<file path="src/rtl/matrix_mem_resp.sv">
// Read responder for the matrix solver: fronts a single-port SRAM with host preload
// priority, optional pseudo-random ready throttling and a fixed-latency return pipeline.
module matrix_mem_resp #(
    parameter int DATA_W   = 256,
    parameter int ADDR_W   = 10,
    parameter int WAIT_CYC = 0
) (
    input  logic              i_clk,
    input  logic              i_reset,
    input  logic              i_mem_rreq,
    input  logic [ADDR_W-1:0] i_mem_addr,
    output logic              o_mem_rrdy,
    output logic [DATA_W-1:0] o_mem_dout,
    output logic              o_mem_dout_vld,
    input  logic              i_ld_wen,
    input  logic [ADDR_W-1:0] i_ld_addr,
    input  logic [DATA_W-1:0] i_ld_data,
    input  logic              i_stall_en,
    output logic              o_sram_cen,
    output logic              o_sram_wen,
    output logic [ADDR_W-1:0] o_sram_addr,
    output logic [DATA_W-1:0] o_sram_din,
    input  logic [DATA_W-1:0] i_sram_dout,
    output logic              o_busy
);

    localparam int VLEN = 2 + WAIT_CYC;

    logic [7:0]        lfsr_q, lfsr_d;
    logic [VLEN-1:0]   vld_sr_q, vld_sr_d;
    logic [DATA_W-1:0] data_sr_q [WAIT_CYC+1];
    logic [DATA_W-1:0] data_sr_d [WAIT_CYC+1];
    logic              dout_vld_q, dout_vld_d;
    logic [DATA_W-1:0] dout_q, dout_d;
    logic              wr_s;
    logic              rd_acc_s;

    // Request handshake and SRAM port steering; preload wins over reads
    always_comb begin
        o_mem_rrdy = ~i_reset & ~i_ld_wen & ~(i_stall_en & lfsr_q[0]);
        wr_s       = ~i_reset & i_ld_wen;
        rd_acc_s   = i_mem_rreq & o_mem_rrdy;
        o_sram_cen = wr_s | rd_acc_s;
        o_sram_wen = wr_s;
        if (wr_s) begin
            o_sram_addr = i_ld_addr;
            o_sram_din  = i_ld_data;
        end else if (rd_acc_s) begin
            o_sram_addr = i_mem_addr;
            o_sram_din  = '0;
        end else begin
            o_sram_addr = '0;
            o_sram_din  = '0;
        end
    end

    // Next-state for LFSR, in-flight valid tags and return data pipeline
    always_comb begin
        lfsr_d       = {lfsr_q[6:0], lfsr_q[7] ^ lfsr_q[5] ^ lfsr_q[4] ^ lfsr_q[3]};
        vld_sr_d     = {vld_sr_q[VLEN-2:0], rd_acc_s};
        data_sr_d[0] = i_sram_dout;
        for (int k = 1; k <= WAIT_CYC; k++) begin
            data_sr_d[k] = data_sr_q[k-1];
        end
        dout_vld_d = vld_sr_q[VLEN-1];
        // Data is forced to zero outside the valid cycle so stale words never leak out
        if (vld_sr_q[VLEN-1]) begin
            dout_d = data_sr_q[WAIT_CYC];
        end else begin
            dout_d = '0;
        end
    end

    // State registers; reset drops every in-flight read
    always_ff @(posedge i_clk) begin
        if (i_reset) begin
            lfsr_q     <= 8'hA5;
            vld_sr_q   <= '0;
            dout_vld_q <= 1'b0;
            dout_q     <= '0;
            for (int k = 0; k <= WAIT_CYC; k++) begin
                data_sr_q[k] <= '0;
            end
        end else begin
            lfsr_q     <= lfsr_d;
            vld_sr_q   <= vld_sr_d;
            dout_vld_q <= dout_vld_d;
            dout_q     <= dout_d;
            for (int k = 0; k <= WAIT_CYC; k++) begin
                data_sr_q[k] <= data_sr_d[k];
            end
        end
    end

    assign o_mem_dout_vld = dout_vld_q;
    assign o_mem_dout     = dout_q;
    assign o_busy         = |vld_sr_q;

endmodule

</file>
<file path="config.mk">
export PLATFORM = sky130hd
export DESIGN_NAME = matrix_mem_resp
export DESIGN_NICKNAME = d
export VERILOG_FILES = /design/src/rtl/matrix_mem_resp.sv
export SDC_FILE = /design/constraint.sdc
export NUM_CORES = 1
export LEC_CHECK = 0
export BUFFER_PORTS_ARGS = -buffer_cell sky130_fd_sc_hd__buf_2
export CORE_AREA = 2 2 411 413
export CTS_BUF_LIST = sky130_fd_sc_hd__clkbuf_4 sky130_fd_sc_hd__clkbuf_8 sky130_fd_sc_hd__clkbuf_16
export DETAILED_ROUTE_END_ITERATION = 16
export DIE_AREA = 0 0 413 415
export SYNTH_ARGS = -nofsm -noshare
export SYNTH_HDL_FRONTEND = slang
export SYNTH_SLANG_ARGS = --single-unit
</file>
<file path="constraint.sdc">
create_clock -name i_clk -period 1.57 [get_ports i_clk]
set_input_delay 0.157 -clock i_clk [delete_from_list [all_inputs] [get_ports i_clk]]
set_output_delay 0.157 -clock i_clk [all_outputs]
set_load 0.1 [all_outputs]
</file>
Word-level counts from Yosys, hierarchy flattened --
Memories as Yosys holds them, arrays and structs flattened. A register that Yosys moved wholly into a read port is not among the register bits. Index checks and enable logic that the tools add are counted.
Cells by class: reduce and logical (&&, ||, !) cells 3, bitwise operators 13, multiplexer cells 8
Operator list (count):
- 256-bit 2-to-1 mux | 2
- 256-bit OR reduction | 1
- 10-bit 2-to-1 mux | 2
- 1-bit AND | 5
- 1-bit 2-to-1 mux | 4
- 1-bit NOT | 4
- 2-bit OR reduction | 2
- 1-bit bitwise XOR | 3
- 1-bit OR | 1
Storage, ports and cells: memories 1, word-level logic and storage cells 28, bits in writable memories 256, register bits 11, output and inout port bits 527, bits of input ports 537
Memories:
- data_sr_q | words 1, width 256, read ports 1, clocked after Yosys merged registers in 1, wr ports 1, line 31 | logic [DATA_W-1:0] data_sr_q [WAIT_CYC+1];

Logic depth before layout (Yosys ltp) --
Gate-level depths: netlist of run 1.
depth in word-level cells 6, mapped depth 6, depth with buffers taken out 3

Worst setup path after synthesis of run 1 --
OpenSTA, ideal clock, no wires.
path kind reg2out, start reg lfsr_q[0], end out o_sram_addr[0], path buffers 1, setup slack -0.974 ns, data arrival time 2.387 ns, cell stages (with the launch flop) 5, cells stage by stage dfxtp_1 -> a211oi_4 -> and2_1 -> buf_4 -> a22o_1
On the way: word-level cells in the longest chain between the ends 6
Ends and longest elaborated chain:
- from (decl) | line 29 | logic [7:0] lfsr_q, lfsr_d;
- from (signal assigned) | line 85 | lfsr_q <= lfsr_d;
- 1-bit AND | line 40 | o_mem_rrdy = ~i_reset & ~i_ld_wen & ~(i_stall_en & lfsr_q[0]);
- 1-bit NOT | line 40
- 1-bit AND | line 40
- named net o_mem_rrdy | line 12 | output logic o_mem_rrdy,
- 1-bit AND | line 42 | rd_acc_s = i_mem_rreq & o_mem_rrdy;
- 10-bit 2-to-1 mux | line 48 | end else if (rd_acc_s) begin
- 10-bit 2-to-1 mux | line 45 | if (wr_s) begin
- to (decl) | line 21 | output logic [ADDR_W-1:0] o_sram_addr,
The timed path passes the listed nets, and every way through them passes these cells.

Worst setup path in the final report of run 1 --
start reg lfsr_q[0], end out o_sram_addr[2]
On the way: word-level cells in the longest chain between the ends 6
Ends and longest elaborated chain (line):
- 1-bit AND | 40
- 1-bit NOT | 40
- 1-bit AND | 40
- 1-bit AND | 42
- 10-bit 2-to-1 mux | 48
- 10-bit 2-to-1 mux | 45
No other way between the ends.

==> results of run 1 <==
-- routing by layer --
metal / global-route usage, % / vias to the layer above / wire length (µm)
met5: 0 / - / 318
met4: 4.14 / 50 / 3550
met3: 4.52 / 203 / 9760
met2: 26.7 / 829 / 66800
met1: 15.6 / 7261 / 47800
li1: - / 6978 / -
-- cells in the final DEF (no fill, tap or decap), types with 2 or more instances in the layout --
cell and n:
sky130_fd_sc_hd__a22o_4 10, sky130_fd_sc_hd__and2_1 256, sky130_fd_sc_hd__and2_2 221, sky130_fd_sc_hd__and2_4 37, sky130_fd_sc_hd__buf_12 281, sky130_fd_sc_hd__buf_16 10
sky130_fd_sc_hd__buf_2 552, sky130_fd_sc_hd__buf_4 260, sky130_fd_sc_hd__buf_6 9, sky130_fd_sc_hd__buf_8 3, sky130_fd_sc_hd__bufinv_16 2, sky130_fd_sc_hd__clkbuf_16 55
sky130_fd_sc_hd__clkbuf_4 14, sky130_fd_sc_hd__clkbuf_8 8, sky130_fd_sc_hd__clkinv_2 6, sky130_fd_sc_hd__clkinv_4 3, sky130_fd_sc_hd__clkinvlp_4 5, sky130_fd_sc_hd__dfxtp_1 520
sky130_fd_sc_hd__dfxtp_2 3, sky130_fd_sc_hd__diode_2 39, sky130_fd_sc_hd__dlygate4sd3_1 266, sky130_fd_sc_hd__inv_6 4, sky130_fd_sc_hd__nor2b_1 261, sky130_fd_sc_hd__nor2b_4 2
sky130_fd_sc_hd__or2_2 3, sky130_fd_sc_hd__or2_4 2, sky130_fd_sc_hd__xor2_1 2
-- final cells by class --
type / instances / area share (%)
repair buffers: 1385 / 39.4
flip-flops and latches: 523 / 30.7
multi-input cells: 797 / 16.1
well taps: 2204 / 8.08
clock buffers: 74 / 4.60
clock inverters: 23 / 0.748
diodes: 39 / 0.286
-- sequential cells by signal (all words and copies together) (netlist names) --
signal,cells
vld_sr_q,2
data_sr_q,256
o_mem_dout_vld,1
lfsr_q,8
o_mem_dout,256
-- path summary, 6_finish.rpt --
check                                                     to  slack (ns)                    startpoint
worst max-delay path                          o_sram_addr[2]       -0.47          lfsr_q[0]$_SDFF_PP1_
worst min-delay path            data_sr_q[0][198]$_SDFF_PP0_        0.08                       i_reset
worst max register to register     o_mem_dout[35]$_SDFF_PP0_        0.21        vld_sr_q[1]$_SDFF_PP0_
worst min register to register    o_mem_dout[145]$_SDFF_PP0_        0.39  data_sr_q[0][145]$_SDFF_PP0_
-- Yosys cell counts (all sizes together) --
library cell    n
a211oi          1
a22o           10
xnor2           1
dfxtp         523
nor2b         263
and2          513
xor2            2
nand2b          1
buf            35
clkbuf         54
or2             5
-- stage by stage --
step           power, mW  TNS, ns
3_3_place_gp        20.2   -0.459
6_report            33.7    -5.25
4_1_cts             34.2    -6.01
2_1_floorplan       17.1    -6.11
5_1_grt             34.9    -6.35
3_5_place_dp        20.2    -1.44
-- cell families (layout without fill, tap and decap cells) --
family          Yosys count  in the layout  share of synthesized area [%]
buf+inv                  89           1482                           3.60
simple gates            782            783                           30.5
flops                   523            523                           65.1
other cells               0             39                              0
xor+xnor                  3              3                          0.163
compound gates           11             11                          0.669
-- worst max-delay path, cell delays in order, from the launching register on --
cell	delay, ns
sky130_fd_sc_hd__dfxtp_2	0.34
sky130_fd_sc_hd__a211oi_4	0.27
sky130_fd_sc_hd__and2_4	0.29
sky130_fd_sc_hd__a22o_4	0.16
sky130_fd_sc_hd__buf_12	0.17
-- power by group --
part	internal (mW)	switching, mW	leakage (nW)
logic	2.61	4.22	9.75
clock network	7.42	5.67	0.897
registers	13.7	0.116	4.29
total	23.7	10.0	14.9
-- timing repair --
action | in CTS | in global routing
buffers inserted | 8 | 3
setup endpoints to repair | 333 | 95
hold endpoints to repair | 267 | 0
pin swaps | 5 | 2
cloned | 8 | 0
hold buffers | 267 | 0
resized for setup | 293 | 21
==> impl_table.tex, run 1 <==
\begin{tabular}{lr}
\hline
Metric & Value \\
\hline
\multicolumn{2}{l}{\textbf{Global routing}} \\
\quad Global-route wire length before repair & 161 mm \\
\quad Initial antenna violation count & 100 \\
\quad Pin count of the biggest net entering global routing & 81 \\
\quad Overflow left after global routing & 0 \\
\quad Via count of the first global-routing pass & 16199 \\
\quad Total global-route track usage & 14.4\% \\
\multicolumn{2}{l}{\textbf{Synth}} \\
\quad Net count after synthesis & 1945 \\
\quad Mean cell area of the mapped netlist & 11.4 µm² \\
\quad Number of flip-flops and latches in the synthesized netlist & 523 \\
\quad Synth area leaders & sky130\_fd\_sc\_hd\_\_dfxtp\_1, sky130\_fd\_sc\_hd\_\_and2\_1, sky130\_fd\_sc\_hd\_\_nor2b\_1 \\
\quad Area of the mapped netlist & 16100 µm² \\
\quad Top cell type's share of synthesized area & 65.1\% \\
\quad Yosys warning total & 0 \\
\quad Portion of the post-synthesis area used by sequential elements & 65.1\% \\
\quad Cell variety after synth & 16 \\
\quad Top cell type by total area after synthesis & sky130\_fd\_sc\_hd\_\_dfxtp\_1 \\
\quad Post-synthesis cell count & 1408 \\
\multicolumn{2}{l}{\textbf{STA}} \\
\quad Worst Clk Skew & 0.0446 ns \\
\quad Setup repair after global routing missed its margin & true \\
\quad \# setup viols final & 13 \\
\quad Share of the clock period used by the worst path & 130\% \\
\quad PnR worst setup slack & -0.469 ns \\
\quad Count of pins over their slew limit & 0 \\
\quad Relative slew slack & roughly two thirds \\
\quad Final Hold Fails & 0 \\
\quad Slew at the pin with the worst max-slew slack & 0.507 ns \\
\quad Final Critical Period & 2.04 ns \\
\quad Worst Hold Slack & 0.0798 ns \\
\quad Highest clock rate & a little under 500 MHz \\
\multicolumn{2}{l}{\textbf{Status}} \\
\quad Failing checks & negative setup slack \\
\quad Status & finished, violations left \\
\multicolumn{2}{l}{\textbf{Die}} \\
\quad Initial standard-cell utilization of the core & 9.65\% \\
\quad Die extent in x & 413 µm \\
\quad Core area & roughly 170000 µm² \\
\quad Top-Level Pins & between 1000 and 1500 \\
\quad Die ar. & 171000 µm² \\
\quad Row count & 150 \\
\quad Height of the die & between 400 and 500 µm \\
\multicolumn{2}{l}{\textbf{Clock network}} \\
\quad Number of buffers on the longest clock path & 3 \\
\quad CTS tree & yes \\
\quad Clock net sink count & 523 \\
\quad Clock buffers created by TritonCTS & 55 \\
\quad Insertion delay of the later-clocked pin in the worst-skew pair & $\sim$0.65 ns \\
\quad Buffer type at the clock tree root & sky130\_fd\_sc\_hd\_\_clkbuf\_16 \\
\quad H-tree Lvls & 2 \\
\quad Worst-path clk slew & 0.06 ns \\
\multicolumn{2}{l}{\textbf{Finish}} \\
\quad Final non-filler cell total & a little over 5000 \\
\quad Multi-input logic area & 5510 µm² \\
\quad Seq. cell area & 10500 µm² \\
\quad Final design utilization & 20.5\% \\
\quad Layout area overhead & 112\% \\
\quad Share of post-route cells with drive strength above 1 & 53.3\% \\
\quad Final instance area & about 34000 µm² \\
\quad Final net count & 3299 \\
\quad Filler instances & 17892 \\
\multicolumn{2}{l}{\textbf{Routing}} \\
\quad Routed WL per cell & 25.4 µm \\
\quad Final Routed Wirelength & 128 mm \\
\quad Total vias in the final route & about 15000 \\
\quad Residual DRC count & 0 \\
\quad Starting DRT DRC Count & 771 \\
\quad DRT Pass-1 Iters & 5 \\
\quad DR vias/cell & between 3 and 4 \\
\quad Detail Route Antenna Nets & 0 \\
\multicolumn{2}{l}{\textbf{Critical path}} \\
\quad CP required & about 1.4 ns \\
\quad CP Max Fanout & 6 \\
\quad Worst path arrival time & 1.88 ns \\
\quad FF-to-FF path depth & 4 \\
\quad Critical path capture point type & primary output \\
\quad Critical path launch point type & register \\
\quad Setup CP Type & register to primary output \\
\multicolumn{2}{l}{\textbf{Placed design}} \\
\quad Instance area after placement & around 28000 µm² \\
\quad Global placement routability congestion & 1.04 \\
\quad Detailed placement HPWL & 108 mm \\
\quad Count of input and output buffers & 1063 \\
\quad Pre-CTS worst setup slack & -0.0397 ns \\
\quad Post-Place Cells & around 4600 \\
\multicolumn{2}{l}{\textbf{Power and ir drop}} \\
\quad Total power divided by cell area & 988 nW/µm² \\
\quad Leakage Power & 14.9 nW \\
\quad Worst VDD drop & about 0.00095 V \\
\multicolumn{2}{l}{\textbf{Flow run}} \\
\quad Max-capacitance violation count & 0 \\
\multicolumn{2}{l}{\textbf{Hold path}} \\
\quad Class of the most critical hold timing path & input pin to register \\
\quad Number of instances on the worst hold path & 3 \\
\hline
\end{tabular}
(Power assumes the default switching activity.)
==> run 2: changes to the inputs <==
--- a/config.mk
+++ b/config.mk
@@ -5,11 +5,13 @@
 export SDC_FILE = /design/constraint.sdc
 export NUM_CORES = 1
 export LEC_CHECK = 0
+export ABC_AREA = 1
 export BUFFER_PORTS_ARGS = -buffer_cell sky130_fd_sc_hd__buf_2
-export CORE_AREA = 2 2 411 413
+export CORE_AREA = 10 10 406 408
 export CTS_BUF_LIST = sky130_fd_sc_hd__clkbuf_4 sky130_fd_sc_hd__clkbuf_8 sky130_fd_sc_hd__clkbuf_16
 export DETAILED_ROUTE_END_ITERATION = 16
-export DIE_AREA = 0 0 413 415
+export DIE_AREA = 0 0 416 418
+export SKIP_CTS_REPAIR_TIMING = 1
 export SYNTH_ARGS = -nofsm -noshare
 export SYNTH_HDL_FRONTEND = slang
 export SYNTH_SLANG_ARGS = --single-unit
==> run 2 against run 1 <==
- the flow still finishes with violations (negative setup slack)
- worst hold slack improved by 0.014 ns
- clock power increased by 5%
- via count increased by 19%
- largest cell class unchanged
- largest power group unchanged
- highest routed layer unchanged
==> impl_table.tex, run 2 <==
\begin{tabular}{lr}
\hline
Metric & Value \\
\hline
\multicolumn{2}{l}{\textbf{Status}} \\
\quad Status & finished, violations left \\
\quad Failing checks & negative setup slack \\
\multicolumn{2}{l}{\textbf{STA}} \\
\quad Final Critical Period & 2.07 ns \\
\quad PnR worst setup slack & -0.504 ns \\
\quad Share of the clock period used by the worst path & 132\% \\
\quad Worst Clk Skew & 0.0289 ns \\
\quad Setup repair after global routing missed its margin & true \\
\quad Slew at the pin with the worst max-slew slack & 0.543 ns \\
\quad Relative slew slack & $\sim$64\% \\
\quad Highest clock rate & between 400 and 500 MHz \\
\quad \# setup viols final & 49 \\
\quad Worst Hold Slack & 0.0936 ns \\
\quad Final Hold Fails & 0 \\
\quad Count of pins over their slew limit & 0 \\
\multicolumn{2}{l}{\textbf{Clock network}} \\
\quad Buffer type at the clock tree root & sky130\_fd\_sc\_hd\_\_clkbuf\_16 \\
\quad Number of buffers on the longest clock path & 3 \\
\quad Worst-path clk slew & roughly 0.060 ns \\
\quad Clock buffers created by TritonCTS & 56 \\
\quad Insertion delay of the later-clocked pin in the worst-skew pair & 0.65 ns \\
\quad Clock net sink count & around 520 \\
\quad H-tree Lvls & 2 \\
\quad CTS tree & yes \\
\multicolumn{2}{l}{\textbf{Power and ir drop}} \\
\quad Leakage Power & 17.4 nW \\
\quad Clock share of power & 40.3\% \\
\quad Logic gate share of total power & 19.3\% \\
\quad Power share of the sequential group & 40.5\% \\
\quad Worst VDD drop & 0.000795 V \\
\quad Cell-internal power & 24.0 mW \\
\quad Net switching share of the total power & approximately 30\% \\
\quad Switching power total & 10.1 mW \\
\quad Tot Pwr & 34.1 mW \\
\quad Total power divided by cell area & 983 nW/µm² \\
\multicolumn{2}{l}{\textbf{Critical path}} \\
\quad Setup CP Type & register to primary output \\
\quad Slowest-stage cell, CP & sky130\_fd\_sc\_hd\_\_dfxtp\_2 \\
\quad Critical path launch point type & register \\
\quad Dominant cell type by count on the critical path & sky130\_fd\_sc\_hd\_\_nand2\_2 \\
\quad Kind of cell adding the most delay to the critical path & buffers and inverters \\
\quad WP buf/inv & 5 \\
\quad Critical path capture point type & primary output \\
\quad CP peak stage delay & 0.33 ns \\
\quad Worst path arrival time & 1.92 ns \\
\quad CP Cell Sequence & nand2\_2 -> nand3\_4 -> buf\_6 -> inv\_4 -> buf\_12 -> buf\_8 -> nand2\_2 -> nand2\_2 -> buf\_12 \\
\quad CP required & roughly 1.4 ns \\
\quad CP Max Fanout & 8 \\
\multicolumn{2}{l}{\textbf{Synth}} \\
\quad Top cell type's share of synthesized area & between 60\% and 70\% \\
\quad Number of flip-flops and latches in the synthesized netlist & 523 \\
\quad Portion of the post-synthesis area used by sequential elements & 60.3\% \\
\quad Number of synthesized flops with an enable pin & 0 \\
\quad Ys async rst share & 0\% \\
\quad Area of the mapped netlist & roughly 17000 µm² \\
\quad Net count after synthesis & about 2800 \\
\quad Leading post-synthesis cells by instance count & sky130\_fd\_sc\_hd\_\_inv\_1, sky130\_fd\_sc\_hd\_\_nor2\_1, sky130\_fd\_sc\_hd\_\_dfxtp\_1, sky130\_fd\_sc\_hd\_\_buf\_6, sky130\_fd\_sc\_hd\_\_nand2\_1 \\
\quad Post-synth top flop & sky130\_fd\_sc\_hd\_\_dfxtp\_1 \\
\quad Synth area leaders & sky130\_fd\_sc\_hd\_\_dfxtp\_1, sky130\_fd\_sc\_hd\_\_inv\_1, sky130\_fd\_sc\_hd\_\_nor2\_1 \\
\quad Post-synthesis cell count & 2222 \\
\quad Most frequent cell after synthesis & sky130\_fd\_sc\_hd\_\_inv\_1 \\
\quad Yosys warning total & 0 \\
\quad Top cell type by total area after synthesis & sky130\_fd\_sc\_hd\_\_dfxtp\_1 \\
\quad Cell variety after synth & 12 \\
\quad Mean cell area of the mapped netlist & 7.81 µm² \\
\multicolumn{2}{l}{\textbf{Finish}} \\
\quad Final net count & $\sim$4100 \\
\quad Share of post-route cells with drive strength above 1 & 40.0\% \\
\quad Filler instances & 16989 \\
\quad Final non-filler cell total & 5731 \\
\quad Commonest non-fill, non-tap cell in the layout & sky130\_fd\_sc\_hd\_\_inv\_1 \\
\quad Highest-count cells in the layout ignoring fill and taps & sky130\_fd\_sc\_hd\_\_inv\_1, sky130\_fd\_sc\_hd\_\_buf\_2, sky130\_fd\_sc\_hd\_\_nor2\_1 \\
\quad Layout area overhead & 99.9\% \\
\quad Final design utilization & approximately 22\% \\
\multicolumn{2}{l}{\textbf{Die}} \\
\quad Row count & 146 \\
\quad Die extent in x & 416 µm \\
\quad Core area & 157000 µm² \\
\quad Die ar. & between 150000 and 200000 µm² \\
\quad Initial standard-cell utilization of the core & 11.0\% \\
\quad Top-Level Pins & 1064 \\
\quad Height of the die & 418 µm \\
\multicolumn{2}{l}{\textbf{Routing}} \\
\quad Routed WL per cell & between 20 and 25 µm \\
\quad DR vias/cell & around 3.2 \\
\quad Total vias in the final route & 18282 \\
\quad Detail Route Antenna Nets & 0 \\
\quad Starting DRT DRC Count & 961 \\
\quad DRT Pass-1 Iters & 5 \\
\quad Final Routed Wirelength & 120 mm \\
\quad Residual DRC count & 0 \\
\multicolumn{2}{l}{\textbf{Hold path}} \\
\quad Class of the most critical hold timing path & input pin to register \\
\multicolumn{2}{l}{\textbf{Global routing}} \\
\quad Total global-route track usage & about an eighth \\
\quad Via count of the first global-routing pass & 17287 \\
\quad Overflow left after global routing & 0 \\
\quad Pin count of the biggest net entering global routing & 109 \\
\quad Initial antenna violation count & 100 \\
\quad Global-route wire length before repair & about 150 mm \\
\multicolumn{2}{l}{\textbf{Placed design}} \\
\quad Global placement routability congestion & 1.14 \\
\quad Post-Place Cells & 5331 \\
\quad Detailed placement HPWL & about 100 mm \\
\quad Count of input and output buffers & $\sim$1100 \\
\multicolumn{2}{l}{\textbf{Flow run}} \\
\quad Max-capacitance violation count & 0 \\
\hline
\end{tabular}
-- run 2: area by class of cell --
class / count / area [µm²] / share of cell area (%)
multi-input combinational: 829 / 4100 / 11.8
inverter: 782 / 2960 / 8.52
tap: 2072 / 2590 / 7.47
timing repair buffer: 1388 / 12500 / 36.1
timing repair inverter: 2 / 20.0 / 0.0577
clock buffer: 76 / 1620 / 4.67
clock inverter: 24 / 323 / 0.930
antenna: 35 / 87.6 / 0.252
sequential: 523 / 10500 / 30.2
-- run 2: kinds of logic (layout without fill, tap and decap cells) --
logic type	count (synthesis)	in the layout	share of synthesized area [%]
buf+inv	870	2272	21.3
simple gates	829	829	18.3
flops	523	523	60.3
other cells	0	35	0
-- run 2: final timing paths --
kind | from | to | slack [ns] | cells past startpoint
max | lfsr_q[0]$_SDFF_PP1_ | o_sram_addr[9] | -0.50 | 9
max reg2reg | vld_sr_q[1]$_SDFF_PP0_ | o_mem_dout[222]$_SDFF_PP0_ | 0.24 | 5
min | i_mem_rreq | vld_sr_q[0]$_SDFF_PP0_ | 0.09 | 5
min reg2reg | data_sr_q[0][59]$_SDFF_PP0_ | o_mem_dout[59]$_SDFF_PP0_ | 0.40 | 2
-- run 2: routing by layer --
layer | vias up | GRT usage, % | wire length (µm)
li1 | 8628 | - | -
met1 | 8447 | 10.1 | 33900
met2 | 838 | 26.4 | 71800
met3 | 357 | 2.62 | 6420
met4 | 12 | 6.79 | 7600
met5 | - | 0 | 77
-- run 2: stage by stage --
| stage | setup WS (ns) | area [µm²] | setup TNS (ns) |
|---|---|---|---|
| after floorplan | -0.604 | 17800 | -114.29 |
| after global placement | -0.280 | 28700 | -6.74 |
| after detailed placement | -0.277 | 28700 | -5.27 |
| after CTS | -0.937 | 30600 | -19.79 |
| after global routing | -0.618 | 34700 | -10.58 |
| final | -0.504 | 34700 | -5.68 |
-- run 2: power by group through the flow --
stage | combinational (mW) | sequential, mW | clock, mW
after CTS | 5.77 | 13.8 | 14.1
final | 6.57 | 13.8 | 13.7
after global routing | 6.89 | 13.8 | 14.6
after detailed placement | 5.76 | 14.1 | 0
after floorplan | 3.14 | 14.3 | 0
after global placement | 5.73 | 14.1 | 0
-- run 2: worst register-to-register path: cells and delay by family (launching register included) --
family	cells	cell delay, ns
buffers and inverters	3	0.45
DFF	1	0.32
and+or+nand+nor	2	0.46
